## src/rtl/sonar_sequencer.sv

```systemverilog
`default_nettype none
// ============================================================================
// Module      : sonar_sequencer
// Description : HC-SR04 measurement sequencer. Issues trigger pulses, times
//               the synchronised echo with a prescaler so that distance in mm
//               is counted directly (no divider), guards each measurement with
//               an echo timeout and inserts a holdoff before the next trigger.
//               Optional feature macro: SONAR_HOLD_LAST_EN. When it is defined,
//               a timeout keeps the previous dist_mm and in_range.
// Revision    : 1.0 - initial release
// ============================================================================
module sonar_sequencer #(
  parameter int TRIG_CYCLES    = 500,
  parameter int CYCLES_PER_MM  = 291,
  parameter int ECHO_TIMEOUT   = 1250000,
  parameter int HOLDOFF_CYCLES = 3000000,
  parameter int MIN_MM         = 20,
  parameter int MAX_MM         = 4000
) (
  input  logic        clk,
  input  logic        rst_n,
  input  logic        run,
  input  logic        echo,
  output logic        trig,
  output logic [11:0] dist_mm,
  output logic        dist_valid,
  output logic        in_range,
  output logic        timeout,
  output logic        busy
);

  // One phase counter serves TRIG, the echo timeout and HOLDOFF; the phases
  // never overlap, so it is sized for the longest of the three.
  localparam int CNT_MAX_A = (TRIG_CYCLES > ECHO_TIMEOUT) ? TRIG_CYCLES : ECHO_TIMEOUT;
  localparam int CNT_MAX   = (CNT_MAX_A > HOLDOFF_CYCLES) ? CNT_MAX_A : HOLDOFF_CYCLES;
  localparam int CNT_W     = $clog2(CNT_MAX + 1);
  localparam int PS_W      = (CYCLES_PER_MM > 1) ? $clog2(CYCLES_PER_MM) : 1;

  localparam logic [CNT_W-1:0] TRIG_LAST = CNT_W'(TRIG_CYCLES - 1);
  localparam logic [CNT_W-1:0] TO_LAST   = CNT_W'(ECHO_TIMEOUT - 1);
  localparam logic [CNT_W-1:0] HOLD_LAST = CNT_W'(HOLDOFF_CYCLES - 1);
  localparam logic [CNT_W-1:0] CNT_ONE   = CNT_W'(1);
  localparam logic [PS_W-1:0]  PS_LAST   = PS_W'(CYCLES_PER_MM - 1);
  localparam logic [PS_W-1:0]  PS_ONE    = PS_W'(1);

  // The cycle in which the rising edge is detected already has echo high, so
  // it is counted as the first echo cycle: this makes the counted width equal
  // the pin width exactly.
  localparam logic [PS_W-1:0]  PS_RISE   = (CYCLES_PER_MM > 1) ? PS_W'(1) : PS_W'(0);
  localparam logic [11:0]      MM_RISE   = (CYCLES_PER_MM > 1) ? 12'd0 : 12'd1;
  localparam logic [11:0]      MM_SAT    = 12'hFFF;
  localparam logic [11:0]      MIN_V     = 12'(MIN_MM);
  localparam logic [11:0]      MAX_V     = 12'(MAX_MM);

  typedef enum logic [2:0] {
    ST_IDLE      = 3'd0,
    ST_TRIG      = 3'd1,
    ST_WAIT_RISE = 3'd2,
    ST_MEASURE   = 3'd3,
    ST_HOLDOFF   = 3'd4
  } state_t;

  state_t             state_q, state_d;
  logic [CNT_W-1:0]   cnt_q, cnt_d;
  logic [PS_W-1:0]    ps_q, ps_d;
  logic [11:0]        mm_q, mm_d;
  logic [11:0]        dist_q, dist_d;
  logic               trig_q, trig_d;
  logic               busy_q, busy_d;
  logic               valid_q, valid_d;
  logic               in_range_q, in_range_d;
  logic               timeout_q, timeout_d;
  logic               echo_meta_q, echo_s_q, echo_dly_q;
  logic               w_rise, w_fall, w_to_hit, w_to_evt;

  // Two-flop synchroniser for the asynchronous echo pin plus one delay stage
  // (echo_dly_q) used for edge detection.
  always_ff @(posedge clk or negedge rst_n) begin
    if (!rst_n) begin
      echo_meta_q <= 1'b0;
      echo_s_q    <= 1'b0;
      echo_dly_q  <= 1'b0;
    end else begin
      echo_meta_q <= echo;
      echo_s_q    <= echo_meta_q;
      echo_dly_q  <= echo_s_q;
    end
  end

  assign w_rise   = echo_s_q & ~echo_dly_q;
  assign w_fall   = ~echo_s_q & echo_dly_q;
  assign w_to_hit = (cnt_q == TO_LAST);

  // Next-state, counter and result logic for the measurement loop.
  always_comb begin
    state_d    = state_q;
    cnt_d      = cnt_q;
    ps_d       = ps_q;
    mm_d       = mm_q;
    dist_d     = dist_q;
    valid_d    = 1'b0;
    in_range_d = in_range_q;
    timeout_d  = timeout_q;
    w_to_evt   = 1'b0;

    case (state_q)
      ST_IDLE: begin
        cnt_d = '0;
        if (run) state_d = ST_TRIG;
      end

      ST_TRIG: begin
        if (cnt_q == TRIG_LAST) begin
          state_d = ST_WAIT_RISE;
          cnt_d   = '0;
        end else begin
          cnt_d = cnt_q + CNT_ONE;
        end
      end

      ST_WAIT_RISE: begin
        if (w_to_hit) begin
          w_to_evt = 1'b1;
        end else begin
          cnt_d = cnt_q + CNT_ONE;
          if (w_rise) begin
            state_d = ST_MEASURE;
            ps_d    = PS_RISE;
            mm_d    = MM_RISE;
          end
        end
      end

      ST_MEASURE: begin
        // A falling edge coinciding with the timeout still yields a distance.
        if (w_fall) begin
          dist_d     = mm_q;
          in_range_d = (mm_q >= MIN_V) && (mm_q <= MAX_V);
          timeout_d  = 1'b0;
          valid_d    = 1'b1;
          state_d    = ST_HOLDOFF;
          cnt_d      = '0;
        end else if (w_to_hit) begin
          w_to_evt = 1'b1;
        end else begin
          cnt_d = cnt_q + CNT_ONE;
          if (echo_s_q) begin
            if (ps_q == PS_LAST) begin
              ps_d = '0;
              if (mm_q != MM_SAT) mm_d = mm_q + 12'd1;
            end else begin
              ps_d = ps_q + PS_ONE;
            end
          end
        end
      end

      ST_HOLDOFF: begin
        if (cnt_q == HOLD_LAST) begin
          cnt_d   = '0;
          state_d = run ? ST_TRIG : ST_IDLE;
        end else begin
          cnt_d = cnt_q + CNT_ONE;
        end
      end

      default: begin
        state_d = ST_IDLE;
        cnt_d   = '0;
      end
    endcase

    if (w_to_evt) begin
      timeout_d = 1'b1;
      valid_d   = 1'b1;
      state_d   = ST_HOLDOFF;
      cnt_d     = '0;
`ifdef SONAR_HOLD_LAST_EN
      dist_d     = dist_q;
      in_range_d = in_range_q;
`else
      dist_d     = MM_SAT;
      in_range_d = 1'b0;
`endif
    end

    trig_d = (state_d == ST_TRIG);
    busy_d = (state_d != ST_IDLE);
  end

  // State, counters and registered outputs.
  always_ff @(posedge clk or negedge rst_n) begin
    if (!rst_n) begin
      state_q    <= ST_IDLE;
      cnt_q      <= '0;
      ps_q       <= '0;
      mm_q       <= '0;
      dist_q     <= '0;
      trig_q     <= 1'b0;
      busy_q     <= 1'b0;
      valid_q    <= 1'b0;
      in_range_q <= 1'b0;
      timeout_q  <= 1'b0;
    end else begin
      state_q    <= state_d;
      cnt_q      <= cnt_d;
      ps_q       <= ps_d;
      mm_q       <= mm_d;
      dist_q     <= dist_d;
      trig_q     <= trig_d;
      busy_q     <= busy_d;
      valid_q    <= valid_d;
      in_range_q <= in_range_d;
      timeout_q  <= timeout_d;
    end
  end

  assign trig       = trig_q;
  assign dist_mm    = dist_q;
  assign dist_valid = valid_q;
  assign in_range   = in_range_q;
  assign timeout    = timeout_q;
  assign busy       = busy_q;

endmodule
`default_nettype wire

```

## config.mk

```make
export PLATFORM = sky130hd
export DESIGN_NAME = sonar_sequencer
export DESIGN_NICKNAME = d
export VERILOG_FILES = /design/src/rtl/sonar_sequencer.sv
export SDC_FILE = /design/constraint.sdc
export NUM_CORES = 1
export LEC_CHECK = 0
export CAP_MARGIN = 20
export CELL_PAD_IN_SITES_DETAIL_PLACEMENT = 0
export CELL_PAD_IN_SITES_GLOBAL_PLACEMENT = 1
export CORE_UTILIZATION = 41
export DETAILED_ROUTE_END_ITERATION = 10
export GPL_TIMING_DRIVEN = 0
export HOLD_SLACK_MARGIN = 0.08
export PLACE_DENSITY = 0.78
export SLEW_MARGIN = 20
export SYNTH_ARGS = -nofsm -noshare
export SYNTH_HDL_FRONTEND = slang
export SYNTH_SLANG_ARGS = --single-unit
```

## constraint.sdc

```tcl
create_clock -name clk -period 2 [get_ports clk]
set_input_delay 0.4 -clock clk [delete_from_list [all_inputs] [get_ports clk]]
set_output_delay 0.4 -clock clk [all_outputs]
set_load 0.02 [all_outputs]
```

### After elaboration in Yosys (flattened, before gate mapping)

Index checks and enable logic that the tools add are counted.

| operators by class | value |
|---|---|
| $add $sub $neg | 3 |
| $lt $le $gt $ge | 2 |
| equal/unequal tests | 17 |
| muxes and demuxes | 45 |
| bitwise operators | 4 |
| reduce and logical (&&, ||, !) cells | 9 |

Operator list:

| operator | count |
|---|---|
| $mux W12 | 10 |
| $mux W22 | 5 |
| $pmux W22 S4 | 1 |
| $mux W9 | 6 |
| $pmux W12 S2 | 1 |
| $add A22 B1 Y22 const B | 1 |
| $eq A22 B21 Y1 const B | 1 |
| $eq A22 B22 Y1 const B | 1 |
| $eq A22 B9 Y1 const B | 1 |
| $mux W3 | 7 |
| $pmux W9 S2 | 1 |
| $pmux W3 S5 | 1 |
| $ne A2 B2 Y1 const B | 7 |
| $add A12 B1 Y12 const B | 1 |
| $ge A12 B5 Y1 const B | 1 |
| $le A12 B12 Y1 const B | 1 |
| $mux W1 | 12 |
| $ne A12 B12 Y1 const B | 1 |
| $add A9 B1 Y9 const B | 1 |
| $eq A9 B9 Y1 const B | 1 |
| $reduce_and A8 Y1 | 1 |
| $eq A3 B1 Y1 const B | 2 |
| $eq A3 B2 Y1 const B | 2 |
| $reduce_and A6 Y1 | 1 |
| 9 further kinds | 13 |

| storage, ports and cells | value |
|---|---|
| bits in registers | 66 |

### Longest topological paths before layout

| logic depth | value |
|---|---|
| depth in word-level cells | 7 |
| depth in mapped cells | 9 |
| gate-level depth less buffers | 8 |

### Worst setup path after synthesis

OpenSTA, ideal clock, no wires.

| path | value |
|---|---|
| path type | flip-flop to flip-flop |
| from | register ps_q[0] |
| to | register mm_q[11] |
| setup time | 125 ps |
| data arrival time | 2067 ps |
| path slack | -192 ps |
| stages on the path, launching flop included | 10 |
| path buffers | 1 |
| period minus slack after synthesis | 2192 ps |
| cell sequence | dfrtp_1 inv_1 ha_1 and4bb_2 a21o_1 buf_6 o41ai_4 or2_4 or3_1 mux2_4 |

| between the ends | value |
|---|---|
| longest elaborated chain between the ends | 3 |

RTL lines:

| item | line | text |
|---|---|---|
| from (decl) | 65 | `logic [PS_W-1:0] ps_q, ps_d;` |
| from (signal assigned) | 207 | `ps_q <= ps_d;` |
| $eq A9 B9 Y1 | 148 | `if (ps_q == PS_LAST) begin` |
| $ne A2 B2 Y1 (no line) | - |  |
| $reduce_and A8 Y1 (no line) | - |  |
| to (signal assigned) | 208 | `mm_q <= mm_d;` |
| to (decl) | 66 | `logic [11:0] mm_q, mm_d;` |

Every way passes these cells.
A chain may end at the register's enable or synchronous reset.

### Worst setup path in the final report

| path | value |
|---|---|
| from | register cnt_q[0] |
| to | register cnt_q[16] |

| between the ends | value |
|---|---|
| longest elaborated chain between the ends | 5 |

RTL lines:

| item | line | text |
|---|---|---|
| from (decl) | 64 | `logic [CNT_W-1:0] cnt_q, cnt_d;` |
| from (signal assigned) | 206 | `cnt_q <= cnt_d;` |
| $add A22 B1 Y22 or $eq A22 B21 Y1 (tied branches) | - |  |
| $mux W22 or $mux W1 (tied branches) | 122, 143 |  |
| $mux W22 or $mux W1 (tied branches) | 136 | `if (w_fall) begin` |
| $pmux W22 S4 or $pmux W1 S2 (tied branches) | 106 | `case (state_q)` |
| $mux W22 (*) | 173 | `if (w_to_evt) begin` |
| net cnt_d[16] | 64 |  |

The timed path passes the listed nets; every way through them passes the cells marked *.

==> qor.txt <==
total gr overflow: 0
f_max: 461 MHz
vias in the first global route: 2688
Top cell by count, worst path: buf_6
asr flop ratio synth: 1.00
clock skew: 12.4 ps
Mapped Cells: 360
layout cells sized above 1: 0.273
via count: 2865
status: complete, but fails checks
Avg WL per Cell: 15.2 um
sw power: 0.519 mW
Gate power share: 0.015
CTS tree: yes
most common cell after layout, fill and taps aside: dfrtp_1
Int Pwr: 2.02 mW
top cells by area, synth: dfrtp_1 (49%), nor2_1 (5.8%), nand2_1 (5.2%)
NumNets Final: 441
Peak VDD IR: 332 uV
IO Port Bufs: 20
Total Wirelength: 8170 um
CP max stage delay: 420 ps
type of the worst setup path: reg2reg
max-cap violations: 0
TritonCTS Buffers: 9
final antenna-violating net count: 0
first-pass GRT wire length: 12900 um
Hold Fails Final Rpt: 0
Cell variety after synth: 52
Area after DPL: 3720 um2
initial antenna violation count: 0
syn_area_per_cell: 9.35 um2
post-synthesis register bit count: 66
worst setup margin: -170 ps
DRC Markers: 0
CTS H-Tree Depth: 3
Synthesis Warnings: 0
Max Root-Sink Buffers: 2
Data required, critical path: 2220 ps
delay-heaviest family, CP: simple AND/OR/NAND/NOR gates
Via density: 5.33
final setup violation count: 29
# IOs: 21
instance count on the critical path: 9
sw frac: 0.205
crit-path cells: ha_4 -> and3_4 -> nand4_1 -> or2_4 -> and2_1 -> a221oi_4 -> buf_6 -> buf_6 -> nor2_1
diodes inserted: 0
crit path launch type: flip-flop
Worst setup EP type: flip-flop
Setup TNS: -3850 ps
Post-synth EDFFs: 0
RSZ-0062 raised after global routing: true
Max FO, Critical Path: 5
failing checks: negative setup slack
ys flop type: dfrtp_1
worst path arrival time: 2390 ps
Clock transition at path regs: 80 ps
area grow syn2layout: 36.2%
std cell rows: 32
Slowest cell on crit path: dfrtp_1
commonest non-fill, non-tap cells in the layout: dfrtp_1 (58), nand2_1 (47), nor2_1 (46)
initial drt markers: 174
worst-skew pair later-pin latency: 330 ps
Hold Crit Class: reg2reg
total track usage: 0.192
clk sinks: 66
Slew Limit Headroom: 0.698
Seq pwr share: 0.528
GP Congestion: 0.829
hold path cells: 0
Core Box Area: 7850 um2
die area: 8570 um2
CTS Root Cell: clkbuf_8
Die X: 92.6 um
sequential-to-total area share from yosys stat: 0.491
fin area: 4580 um2
cell area after synthesis: 3360 um2
post-synth top area share: 0.491
post-DP HPWL: 5040 um
WP buf/inv: 2
Worst Reg-to-Reg Cells: 9
pin slew with the least headroom to its limit: 454 ps
clock power share: 0.457
worst hold margin: 355 ps
overall power: 2.54 mW
Initial Utilization: 0.429
fin crit share: 1.09
Pins Over Slew Limit: 0
Syn Nets: 369
LEAKAGE: 1.99 nW
Die Ht: 92.6 um
PD cells: 554 nW/um2
fin crit period: 2170 ps
biggest area consumer among synthesized cells: dfrtp_1
largest net degree at the start of global routing: 35
Post-Route Utilization: 0.584
Pre-antenna DRT Iters: 4
-- timing repair --
action,4_1_cts,5_1_grt
endpoints found under the hold margin,32,0
cloned,2,1
setup buffers,21,19
pin swaps,7,25
hold buffers,1,0
setup endpoints to repair,56,55
resized for setup,26,56
-- layer usage --
metal | up-vias | track usage | routed length (um) | part of all wire
met5 | - | 0 | 0 | 0
met4 | 0 | 0.0729 | 132 | 0.016
met3 | 12 | 0.0369 | 325 | 0.040
met2 | 71 | 0.293 | 3810 | 0.47
met1 | 1393 | 0.268 | 3900 | 0.48
li1 | 1389 | - | - | -
-- flip-flops by register name, indices dropped and copies added, names as in the netlist --
register / count
mm_q: 12
state_q: 3
dist_mm: 12
busy: 1
dist_valid: 1
ps_q: 9
cnt_q: 22
in_range: 1
echo_meta_q: 1
trig: 1
echo_dly_q: 1
echo_s_q: 1
timeout: 1
-- cells by family (layout without fill, tap and decap cells) --
kind of cell | after synthesis | in the layout | share of synthesized area
adders and majority gates | 5 | 5 | 0.0186
xor gates and xnor gates | 29 | 29 | 0.0755
DFF | 66 | 66 | 0.491
muxes | 2 | 2 | 0.00744
buffers and inverters | 24 | 100 | 0.0327
and+or+nand+nor | 196 | 196 | 0.297
AOI/OAI and AO/OA | 38 | 38 | 0.0777
-- synthesized netlist by cell type, drive strengths merged, types with 2 or more instances --
cell    instances
a21o            2
a21oi          10
and2            4
and3            6
and4            5
buf             6
clkbuf          9
dfrtp          66
ha              5
inv             9
nand2          47
nand2b          5
nand3          22
nand3b          2
nand4          10
nor2           52
nor2b           4
nor3           15
nor4           10
nor4b           3
o211ai          2
o21ai          14
o31ai           2
o41ai           2
or2             3
xnor2          19
xor2           10
-- power groups by stage --
stage	Clock (mW)	Sequential, mW	Combinational (mW)
final	1.16	1.34	0.0388
after global routing	1.24	1.34	0.0460
after CTS	1.18	1.34	0.0412
after detailed placement	0	1.37	0.0397
after global placement	0	1.37	0.0347
after floorplan	0	1.36	0.00118
-- per-stage QoR --
stage,instances,worst slack (ps)
2_1_floorplan,360,-170
3_3_place_gp,482,-1670
3_5_place_dp,483,-445
4_1_cts,519,-116
5_1_grt,538,-257
6_report,538,-170
-- area by class of cell --
type	instances	area (um2)
multi-input cells	270	1870
inverters	9	33.8
clock buffers	13	169
clock inverters	2	35.0
plain buffers	11	88.8
repair buffers	65	593
well taps	102	128
flip-flops and latches	66	1660
fillers	702	3270
-- final timing paths --
path | startpoint | end | slack (ps)
max | cnt_q[0]$_DFF_PN0_ | cnt_q[16]$_DFF_PN0_ | -170
min | echo_meta_q$_DFF_PN0_ | echo_s_q$_DFF_PN0_ | 350
max reg2reg | cnt_q[0]$_DFF_PN0_ | cnt_q[16]$_DFF_PN0_ | -170
min reg2reg | echo_meta_q$_DFF_PN0_ | echo_s_q$_DFF_PN0_ | 350
max in group asynchronous | rst_n | cnt_q[20]$_DFF_PN0_ | 900
min in group asynchronous | rst_n | cnt_q[2]$_DFF_PN0_ | 540
No activity file was read; power rests on OpenSTA's default activity.
